--- config.mk ---
export PLATFORM = sky130hd
export DESIGN_NAME = ex_stage_flat
export DESIGN_NICKNAME = d
export VERILOG_FILES = /design/src/rtl/dlx_pkg.sv /design/src/rtl/ex_stage_if.sv /design/src/rtl/dlx_alu.sv /design/src/rtl/ex_stage.sv /design/src/flat_wrapper.sv
export SDC_FILE = /design/constraint.sdc
export NUM_CORES = 1
export LEC_CHECK = 0
export BUFFER_PORTS_ARGS = -buffer_cell sky130_fd_sc_hd__buf_2
export CAP_MARGIN = 20
export CORE_UTILIZATION = 50
export CTS_CLUSTER_DIAMETER = 200
export CTS_CLUSTER_SIZE = 16
export DETAILED_ROUTE_END_ITERATION = 8
export GPL_ROUTABILITY_DRIVEN = 0
export PLACE_DENSITY = 0.76
export REMOVE_ABC_BUFFERS = 1
export SLEW_MARGIN = 25
export SYNTH_ARGS = -nofsm -noshare
export SYNTH_HDL_FRONTEND = slang
export SYNTH_SLANG_ARGS = --single-unit
--- constraint.sdc ---
create_clock -name clk -period 5.2 [get_ports clk]
set_input_delay 0.52 -clock clk [delete_from_list [all_inputs] [get_ports clk]]
set_output_delay 0.52 -clock clk [all_outputs]
set_load 0.005 [all_outputs]
--- src/rtl/dlx_pkg.sv ---
`default_nettype none
// ============================================================================
//  Module   : dlx_pkg
//  Purpose  : Shared DLX constants: datapath width, ALU op codes, EX/MEM type.
//  Revision : 1.0
// ============================================================================
package dlx_pkg;

    localparam int WIDTH = 32;

    localparam logic [4:0] ALU_ADD  = 5'd0;
    localparam logic [4:0] ALU_ADDU = 5'd1;
    localparam logic [4:0] ALU_SUB  = 5'd2;
    localparam logic [4:0] ALU_SUBU = 5'd3;
    localparam logic [4:0] ALU_AND  = 5'd4;
    localparam logic [4:0] ALU_OR   = 5'd5;
    localparam logic [4:0] ALU_XOR  = 5'd6;
    localparam logic [4:0] ALU_SLL  = 5'd7;
    localparam logic [4:0] ALU_SRL  = 5'd8;
    localparam logic [4:0] ALU_SRA  = 5'd9;
    localparam logic [4:0] ALU_SEQ  = 5'd10;
    localparam logic [4:0] ALU_SNE  = 5'd11;
    localparam logic [4:0] ALU_SLT  = 5'd12;
    localparam logic [4:0] ALU_SGT  = 5'd13;
    localparam logic [4:0] ALU_SLE  = 5'd14;
    localparam logic [4:0] ALU_SGE  = 5'd15;
    localparam logic [4:0] ALU_LHI  = 5'd16;
    localparam logic [4:0] ALU_SLTU = 5'd17;
    localparam logic [4:0] ALU_SGTU = 5'd18;
    localparam logic [4:0] ALU_SLEU = 5'd19;
    localparam logic [4:0] ALU_SGEU = 5'd20;

    typedef struct packed {
        logic [WIDTH-1:0] result;
        logic [WIDTH-1:0] store_data;
        logic [4:0]       dest;
        logic             mem_to_reg;
        logic             reg_write;
        logic             mem_write;
    } ex_mem_t;

    function automatic logic is_compare(input logic [4:0] op);
        return ((op >= ALU_SEQ) && (op <= ALU_SGE)) ||
               ((op >= ALU_SLTU) && (op <= ALU_SGEU));
    endfunction

endpackage
`default_nettype wire

--- src/rtl/ex_stage_if.sv ---
`default_nettype none
// ============================================================================
//  Module   : ex_stage_if
//  Purpose  : ID/EX inputs and ALU / EX/MEM outputs of the execute stage.
//  Revision : 1.0
// ============================================================================
interface ex_stage_if;
    import dlx_pkg::*;

    logic [WIDTH-1:0] A;
    logic [WIDTH-1:0] B;
    logic [4:0]       Op_ex;
    logic             MemtoReg_ex;
    logic             RegWrite_ex;
    logic             MemWrite_ex;
    logic [4:0]       towrite;
    logic [WIDTH-1:0] mem_data;

    logic [WIDTH-1:0] Result_ex;
    logic             Carryout;
    logic             Overflow;
    logic             Zero;
    logic             Set;
    logic [WIDTH-1:0] Result_mem;
    logic [WIDTH-1:0] mem_data_ex;
    logic [4:0]       towrite_ex;
    logic             MemtoReg_mem;
    logic             RegWrite_mem;
    logic             MemWrite_mem;

    modport master (
        output A, B, Op_ex, MemtoReg_ex, RegWrite_ex, MemWrite_ex, towrite, mem_data,
        input  Result_ex, Carryout, Overflow, Zero, Set,
        input  Result_mem, mem_data_ex, towrite_ex, MemtoReg_mem, RegWrite_mem, MemWrite_mem
    );

    modport slave (
        input  A, B, Op_ex, MemtoReg_ex, RegWrite_ex, MemWrite_ex, towrite, mem_data,
        output Result_ex, Carryout, Overflow, Zero, Set,
        output Result_mem, mem_data_ex, towrite_ex, MemtoReg_mem, RegWrite_mem, MemWrite_mem
    );

endinterface
`default_nettype wire

--- src/rtl/dlx_alu.sv ---
`default_nettype none
// ============================================================================
//  Module   : dlx_alu
//  Purpose  : Combinational DLX ALU with carry/overflow/zero/set flags.
//  Revision : 1.0
// ============================================================================
module dlx_alu #(
    parameter int WIDTH = dlx_pkg::WIDTH
) (
    input  logic [WIDTH-1:0] i_a,
    input  logic [WIDTH-1:0] i_b,
    input  logic [4:0]       i_op,
    output logic [WIDTH-1:0] o_result,
    output logic             o_carry,
    output logic             o_overflow,
    output logic             o_zero,
    output logic             o_set
);
    import dlx_pkg::*;

    logic             w_sub;
    logic             w_arith;
    logic             w_signed_arith;
    logic [WIDTH-1:0] w_b_eff;
    logic [WIDTH:0]   w_sum;
    logic             w_eq;
    logic             w_lt_s;
    logic             w_lt_u;
    logic [4:0]       w_shamt;

    // Subtraction reuses the adder as a + ~b + 1; bit WIDTH is then "no borrow".
    assign w_sub          = (i_op == ALU_SUB) || (i_op == ALU_SUBU);
    assign w_arith        = (i_op == ALU_ADD) || (i_op == ALU_ADDU) || w_sub;
    assign w_signed_arith = (i_op == ALU_ADD) || (i_op == ALU_SUB);
    assign w_b_eff        = w_sub ? ~i_b : i_b;
    assign w_sum          = {1'b0, i_a} + {1'b0, w_b_eff} + {{WIDTH{1'b0}}, w_sub};
    assign w_eq           = (i_a == i_b);
    assign w_lt_s         = ($signed(i_a) < $signed(i_b));
    assign w_lt_u         = (i_a < i_b);
    assign w_shamt        = i_b[4:0];

    always_comb begin
        o_result = '0;
        case (i_op)
            ALU_ADD, ALU_ADDU,
            ALU_SUB, ALU_SUBU: o_result = w_sum[WIDTH-1:0];
            ALU_AND:           o_result = i_a & i_b;
            ALU_OR:            o_result = i_a | i_b;
            ALU_XOR:           o_result = i_a ^ i_b;
            ALU_SLL:           o_result = i_a << w_shamt;
            ALU_SRL:           o_result = i_a >> w_shamt;
            ALU_SRA:           o_result = $unsigned($signed(i_a) >>> w_shamt);
            ALU_SEQ:           o_result = {{(WIDTH-1){1'b0}}, w_eq};
            ALU_SNE:           o_result = {{(WIDTH-1){1'b0}}, ~w_eq};
            ALU_SLT:           o_result = {{(WIDTH-1){1'b0}}, w_lt_s};
            ALU_SGT:           o_result = {{(WIDTH-1){1'b0}}, ~w_lt_s & ~w_eq};
            ALU_SLE:           o_result = {{(WIDTH-1){1'b0}}, w_lt_s | w_eq};
            ALU_SGE:           o_result = {{(WIDTH-1){1'b0}}, ~w_lt_s};
            ALU_LHI:           o_result = {i_b[15:0], 16'h0000};
            ALU_SLTU:          o_result = {{(WIDTH-1){1'b0}}, w_lt_u};
            ALU_SGTU:          o_result = {{(WIDTH-1){1'b0}}, ~w_lt_u & ~w_eq};
            ALU_SLEU:          o_result = {{(WIDTH-1){1'b0}}, w_lt_u | w_eq};
            ALU_SGEU:          o_result = {{(WIDTH-1){1'b0}}, ~w_lt_u};
            default:           o_result = '0;
        endcase
    end

    assign o_carry    = w_arith & w_sum[WIDTH];
    assign o_overflow = w_signed_arith &
                        (i_a[WIDTH-1] == w_b_eff[WIDTH-1]) &
                        (w_sum[WIDTH-1] != i_a[WIDTH-1]);
    assign o_zero     = (o_result == '0);
    assign o_set      = is_compare(i_op) & o_result[0];

endmodule
`default_nettype wire

--- src/rtl/ex_stage.sv ---
`default_nettype none
// ============================================================================
//  Module   : ex_stage
//  Purpose  : DLX execute stage: ALU plus falling-edge EX/MEM pipeline register.
//  Revision : 1.0
// ============================================================================
module ex_stage #(
    parameter int WIDTH = dlx_pkg::WIDTH
) (
    input  logic       clk,
    input  logic       rst_n,
    ex_stage_if.slave  bus
);
    import dlx_pkg::*;

    logic [WIDTH-1:0] w_result;
    logic             w_carry;
    logic             w_overflow;
    logic             w_zero;
    logic             w_set;
    ex_mem_t          w_next;
    ex_mem_t          r_exmem;

    dlx_alu #(.WIDTH(WIDTH)) u_alu (
        .i_a        (bus.A),
        .i_b        (bus.B),
        .i_op       (bus.Op_ex),
        .o_result   (w_result),
        .o_carry    (w_carry),
        .o_overflow (w_overflow),
        .o_zero     (w_zero),
        .o_set      (w_set)
    );

    assign bus.Result_ex = w_result;
    assign bus.Carryout  = w_carry;
    assign bus.Overflow  = w_overflow;
    assign bus.Zero      = w_zero;
    assign bus.Set       = w_set;

    always_comb begin
        w_next            = '0;
        w_next.result     = w_result;
        w_next.store_data = bus.mem_data;
        w_next.dest       = bus.towrite;
        w_next.mem_to_reg = bus.MemtoReg_ex;
        w_next.reg_write  = bus.RegWrite_ex;
        w_next.mem_write  = bus.MemWrite_ex;
    end

    // Falling-edge capture gives the next stage half a cycle to use the result.
    always_ff @(negedge clk or negedge rst_n) begin
        if (!rst_n) begin
            r_exmem <= '0;
        end else begin
            r_exmem <= w_next;
        end
    end

    assign bus.Result_mem   = r_exmem.result;
    assign bus.mem_data_ex  = r_exmem.store_data;
    assign bus.towrite_ex   = r_exmem.dest;
    assign bus.MemtoReg_mem = r_exmem.mem_to_reg;
    assign bus.RegWrite_mem = r_exmem.reg_write;
    assign bus.MemWrite_mem = r_exmem.mem_write;

endmodule
`default_nettype wire

--- src/flat_wrapper.sv ---
// flat-port wrapper written by rule: the top's interface ports become plain ports
module ex_stage_flat import dlx_pkg::*;
#(
    parameter int WIDTH = dlx_pkg::WIDTH
)
  (clk, rst_n, bus_A, bus_B, bus_Op_ex, bus_MemtoReg_ex, bus_RegWrite_ex, bus_MemWrite_ex, bus_towrite, bus_mem_data, bus_Result_ex, bus_Carryout, bus_Overflow, bus_Zero, bus_Set, bus_Result_mem, bus_mem_data_ex, bus_towrite_ex, bus_MemtoReg_mem, bus_RegWrite_mem, bus_MemWrite_mem);
  ex_stage_if bus_i ();
  input  logic clk;
  input  logic rst_n;
  input wire logic [$bits(bus_i.A)-1:0] bus_A;
  input wire logic [$bits(bus_i.B)-1:0] bus_B;
  input wire logic [$bits(bus_i.Op_ex)-1:0] bus_Op_ex;
  input wire logic [$bits(bus_i.MemtoReg_ex)-1:0] bus_MemtoReg_ex;
  input wire logic [$bits(bus_i.RegWrite_ex)-1:0] bus_RegWrite_ex;
  input wire logic [$bits(bus_i.MemWrite_ex)-1:0] bus_MemWrite_ex;
  input wire logic [$bits(bus_i.towrite)-1:0] bus_towrite;
  input wire logic [$bits(bus_i.mem_data)-1:0] bus_mem_data;
  output wire logic [$bits(bus_i.Result_ex)-1:0] bus_Result_ex;
  output wire logic [$bits(bus_i.Carryout)-1:0] bus_Carryout;
  output wire logic [$bits(bus_i.Overflow)-1:0] bus_Overflow;
  output wire logic [$bits(bus_i.Zero)-1:0] bus_Zero;
  output wire logic [$bits(bus_i.Set)-1:0] bus_Set;
  output wire logic [$bits(bus_i.Result_mem)-1:0] bus_Result_mem;
  output wire logic [$bits(bus_i.mem_data_ex)-1:0] bus_mem_data_ex;
  output wire logic [$bits(bus_i.towrite_ex)-1:0] bus_towrite_ex;
  output wire logic [$bits(bus_i.MemtoReg_mem)-1:0] bus_MemtoReg_mem;
  output wire logic [$bits(bus_i.RegWrite_mem)-1:0] bus_RegWrite_mem;
  output wire logic [$bits(bus_i.MemWrite_mem)-1:0] bus_MemWrite_mem;
  assign bus_i.A = bus_A;
  assign bus_i.B = bus_B;
  assign bus_i.Op_ex = bus_Op_ex;
  assign bus_i.MemtoReg_ex = bus_MemtoReg_ex;
  assign bus_i.RegWrite_ex = bus_RegWrite_ex;
  assign bus_i.MemWrite_ex = bus_MemWrite_ex;
  assign bus_i.towrite = bus_towrite;
  assign bus_i.mem_data = bus_mem_data;
  assign bus_Result_ex = bus_i.Result_ex;
  assign bus_Carryout = bus_i.Carryout;
  assign bus_Overflow = bus_i.Overflow;
  assign bus_Zero = bus_i.Zero;
  assign bus_Set = bus_i.Set;
  assign bus_Result_mem = bus_i.Result_mem;
  assign bus_mem_data_ex = bus_i.mem_data_ex;
  assign bus_towrite_ex = bus_i.towrite_ex;
  assign bus_MemtoReg_mem = bus_i.MemtoReg_mem;
  assign bus_RegWrite_mem = bus_i.RegWrite_mem;
  assign bus_MemWrite_mem = bus_i.MemWrite_mem;
  ex_stage #(.WIDTH(WIDTH)) u_core (.clk(clk), .rst_n(rst_n), .bus(bus_i));
endmodule
==> qor.txt, run 1 <==
Starting density of the core: 0.510
CTS max path bufs: 2
Hpwl dp: 48600 um
Status: did not finish
Worst_ep kind: output port
Multiplexer share of the synthesized area: 0.182
CTS Sinks: 72
Post-synth EDFFs: 0
Seq/Total Area, Yosys: 0.151
Syn Inst Count: 1447
CTS Hold Bufs: 0
Worst endpoint after global-route timing repair: bus_Result_ex[17]
Port Buffers: 218
Clk root buf: clkbuf_16
Ys Warns: 0
Boundary Pins: 219
Overflow after GRT: 111
Ys flop type: dfrtn_1
Post-Syn Area: 11900 um^2
Placed cell count: 2397
# rows: 56
H-tree levels: 3
Syn_area_per_cell: 8.24 um^2
Die Height: 156 um
Post-synthesis async set-or-reset flop share: 1.00
Die Wd: 156 um
Largest net degree at the start of global routing: 79
Stop stage: global routing
Main combinational cell family by area after synthesis: compound AO/OA/AOI/OAI gates
Err: [ERROR GRT-0232] Routing congestion too high. Check the congestion heatmap in the GUI.
CTS buffer count: 9
Total GRT Usage: 0.735
XOR/XNOR Fraction of Synth Area: 0.0352
Post-Synth Adder-Cell Area: 0.140
Yosys reg bits: 72
Unique masters post-synth: 88
Synth Area in Simple Gates: 0.190
Area fraction in compound gates after synthesis: 0.233
-- metrics by stage --
step / worst slack, ns / area (um^2)
2_1_floorplan: -2.11 / 11400
3_3_place_gp: -1.21 / 17000
3_5_place_dp: -1.37 / 17000
4_1_cts: -0.657 / 18200
-- synth_stat cells (all sizes together) (8+ instances only) --
library cell | number | share of area
o221ai | 9 | 0.0071
and3 | 10 | 0.0052
nand2 | 116 | 0.036
nor2b | 19 | 0.010
o21ai | 69 | 0.029
o2111ai | 16 | 0.012
a221o | 12 | 0.010
inv | 80 | 0.025
buf | 46 | 0.020
o211ai | 27 | 0.017
nand3 | 46 | 0.019
nor3b | 10 | 0.0063
a22oi | 15 | 0.0094
a31oi | 12 | 0.0063
dfrtn | 72 | 0.15
nand4 | 24 | 0.013
a211o | 12 | 0.0088
a21oi | 86 | 0.036
nand2b | 11 | 0.0058
a21o | 12 | 0.0076
a211oi | 15 | 0.0094
xor2 | 10 | 0.0073
or4 | 8 | 0.0050
a32oi | 8 | 0.0059
xnor2 | 38 | 0.028
mux2 | 45 | 0.043
or3 | 11 | 0.0058
mux2i | 51 | 0.043
o22ai | 16 | 0.0084
nor3 | 28 | 0.012
ha | 132 | 0.14
nor2 | 111 | 0.035
clkbuf | 74 | 0.023
nor4 | 18 | 0.0094
mux4 | 51 | 0.096
a221oi | 14 | 0.010
-- cell families after synthesis --
family | count (synthesis)
AO/OA/AOI/OAI | 396
XOR/XNOR | 48
adder cells (fa/ha/maj) | 133
buffers and inverters | 202
flip-flops | 72
multiplexers | 147
AND/OR/NAND/NOR | 449
-- routing by layer --
metal  GRT overflow  track usage
met5              1        0.356
met4             51        0.736
met1              5        0.727
met2             49        0.865
met3              5        0.628
-- repair_timing --
| action | CTS |
|---|---|
| gates resized for setup | 139 |
| setup endpoints to repair | 31 |
| pin swaps | 42 |
| setup buffers | 43 |
==> run 2: changes to the inputs <==
--- a/config.mk
+++ b/config.mk
@@ -7,12 +7,10 @@
 export LEC_CHECK = 0
 export BUFFER_PORTS_ARGS = -buffer_cell sky130_fd_sc_hd__buf_2
 export CAP_MARGIN = 20
-export CORE_UTILIZATION = 50
-export CTS_CLUSTER_DIAMETER = 200
-export CTS_CLUSTER_SIZE = 16
+export CORE_UTILIZATION = 35
 export DETAILED_ROUTE_END_ITERATION = 8
 export GPL_ROUTABILITY_DRIVEN = 0
-export PLACE_DENSITY = 0.76
+export PLACE_DENSITY_LB_ADDON = 0.15
 export REMOVE_ABC_BUFFERS = 1
 export SLEW_MARGIN = 25
 export SYNTH_ARGS = -nofsm -noshare
==> constraint.sdc (replaced) <==
create_clock -name clk -period 6.8 [get_ports clk]
set_input_delay 0.68 -clock clk [delete_from_list [all_inputs] [get_ports clk]]
set_output_delay 0.68 -clock clk [all_outputs]
set_load 0.005 [all_outputs]
==> qor.txt, run 2 <==
Status: complete, but fails checks
Violated checks: setup timing
Multiplexer share of the synthesized area: 0.182 (unchanged)
Port Buffers: 218 (unchanged)
Area fraction in compound gates after synthesis: 0.233 (unchanged)
Area occupied by multi-input gates: 9900 um^2
Share of layout cells above drive strength 1: 0.441
Sequential cell area: 1800 um^2
Largest net degree at the start of global routing: 73
Yosys reg bits: 72 (unchanged)
Pre-CTS WS: -0.763 ns (+0.610 ns)
Drt first pass iters: 6
Main combinational cell family by area after synthesis: compound AO/OA/AOI/OAI gates
CTS max path bufs: 2 (unchanged)
Req. time, crit path: 3.55 ns
Fin nets: 2256
Crit path largest cell delay: 0.47 ns
Worst-path fanout max: 3
CTS Hold Bufs: 0 (unchanged)
Hold Crit Class: primary input to output port
Slew Viols, Final: 0
Worst-path clk slew: 0.04 ns
Share of the synthesized area in the top cell type: 0.151 (unchanged)
Most instantiated cells after synthesis: ha_1, nand2_1, nor2_1
Max IR drop VDD: 204 uV
Clk root buf: clkbuf_16
Initial antenna violation count: 3
CP endpoint kind: register
Critical Path Most Common Cell: buf_4
Maxcap violations: 0
RSZ-0062 raised after global routing: yes
CTS Sinks: 72 (unchanged)
CTS tree: built
Seq/Total Area, Yosys: 0.151 (unchanged)
Critical Path AT: 3.64 ns
Setup ws final: -0.0939 ns
Commonest non-fill, non-tap cell in the layout: buf_4
# rows: 67 (+20%)
Final setup fails: 6
Crit Path Category: primary input to register
Total GRT Usage: 0.348
XOR/XNOR Fraction of Synth Area: 0.0352 (unchanged)
H-tree levels: 3 (unchanged)
Ys flop type: dfrtn_1
Die Height: 187 um (+19%)
Starting density of the core: 0.356 (-0.154)
Syn_area_per_cell: 8.24 um^2 (unchanged)
Core Area: 33500 um^2
Power Total: 2.39 mW
Boundary Pins: 219 (unchanged)
Post-Synth Adder-Cell Area: 0.140 (unchanged)
Top cells by area, synth: dfrtn_1, ha_1, mux4_2, mux2i_1, mux2_2
Ys Warns: 0 (unchanged)
Most frequent cell after synthesis: ha_1
Most frequent cells in the layout: buf_4, buf_2, ha_1, nand2_1, nor2_1
Final-layout fill cell count: 3253
CTS buffer count: 9 (unchanged)
Hpwl dp: 50600 um (+4.1%)
Number of vias per cell: 6.08
Post-Syn Area: 11900 um^2 (unchanged)
Leakage Power: 8.37 nW
Cell taking the most area after synthesis: dfrtn_1
Die area: 34800 um^2
Post-synth EDFFs: 0 (unchanged)
Crit-path slowest cell: a2111o_1
Post-synthesis async set-or-reset flop share: 1.00 (unchanged)
Worst-margin pin slew: 0.891 ns
Number of global-route vias before repair: 14357
Unique masters post-synth: 88 (unchanged)
PD cells: 135 nW/um^2
Antenna-violating nets left: 0
Drt wl/cell: 25.5 um
P&R area growth vs syn: 47.8%
Routed WL: 62900 um
Overflow after GRT: 0
Final Hold Fails: 0
Startpoint Class: primary input
Slew margin rel.: 0.406
Synth Area in Simple Gates: 0.190 (unchanged)
Die Wd: 187 um (+19%)
Syn Inst Count: 1447 (unchanged)
Worst path cell trace: buf_6 -> nor4b_4 -> buf_4 -> xnor2_4 -> fa_2 -> a211oi_2 -> o211ai_1 -> a2111oi_2 -> buf_4 -> nor2_2 -> xor2_1 -> a2111o_1
Initial detailed-routing violation count: 1893
DR vias: 15001
Global-route wire length before repair: 91600 um
Remaining DRCs: 0
==> run 2: cell counts after synthesis <==
Identical to the previous run, type by type.
==> run 2: power by group <==
| part | leakage, nW | switching [mW] | internal (mW) |
|---|---|---|---|
| clock network | 0.173 | 0.164 | 0.394 |
| registers | 0.889 | 0.00961 | 0.466 |
| logic | 7.31 | 0.733 | 0.623 |
| total | 8.37 | 0.906 | 1.48 |
==> run 2: cells by family after synthesis <==
| group | count (synthesis) |
|---|---|
| xor gates and xnor gates | 48 |
| muxes | 147 |
| adders and majority gates | 133 |
| DFF | 72 |
| buffers and inverters | 202 |
| AOI/OAI and AO/OA | 396 |
| and+or+nand+nor | 449 |
==> run 2: layout make-up <==
cell class / instances / share of cell area
repair buffers: 674 / 0.267
clock inverters: 5 / 0.00731
flip-flops and latches: 72 / 0.102
inverters: 82 / 0.0176
clock buffers: 10 / 0.0130
multi-input cells: 1173 / 0.561
diodes: 2 / 0.000284
well taps: 448 / 0.0318
==> run 2: path summary, 6_finish.rpt <==
path                              start                              endpoint  slack (ns)  cells after the start
min in group asynchronous         rst_n  u_core.bus.mem_data_ex[20]$_DFF_NN0_        3.72                      1
worst max-delay path       bus_Op_ex[2]   u_core.bus.Result_mem[16]$_DFF_NN0_       -0.09                     12
worst min-delay path          bus_A[31]                          bus_Overflow        1.91                      6
max in group asynchronous         rst_n   u_core.bus.Result_mem[24]$_DFF_NN0_        2.45                      1
==> run 2: worst max-delay path, delay by kind of cell <==
| kind | cells | cell delay [ns] |
|---|---|---|
| AO/OA/AOI/OAI | 4 | 1.41 |
| XOR/XNOR | 2 | 0.23 |
| adder cells (fa/ha/maj) | 1 | 0.40 |
| buffers and inverters | 3 | 0.49 |
| AND/OR/NAND/NOR | 2 | 0.41 |
==> run 2: what timing repair did <==
item                                    in CTS  in global routing
gates resized for setup                     44                 96
endpoints found under the setup margin      17                 18
setup buffers                                9                 23
pin swaps                                   21                 39
cloned                                       0                  1
==> run 2: routing by layer <==
metal | routed length (um) | vias to the layer above | global-route usage | part of all wire
met4 | 4030 | 2 | 0.205 | 0.064
met2 | 27000 | 1020 | 0.524 | 0.43
met1 | 25200 | 7152 | 0.462 | 0.40
li1 | - | 6622 | - | -
met3 | 6690 | 205 | 0.0685 | 0.11
met5 | 15 | - | 0 | 0.00024
==> run 2: through the flow <==
step / area [um^2] / setup TNS, ns / utilization / instances / hold slack, ns
2_1_floorplan: 11400 / -30.92 / - / 1327 / 1.40
3_3_place_gp: 16400 / -9.86 / 0.488 / 2417 / 1.92
3_5_place_dp: 16400 / -10.35 / 0.488 / 2417 / 1.92
4_1_cts: 17000 / -0.120 / 0.506 / 2441 / 1.92
5_1_grt: 17600 / -1.16 / 0.526 / 2465 / 1.95
6_report: 17600 / -0.349 / 0.526 / 2466 / 1.91
(Power assumes the default switching activity.)
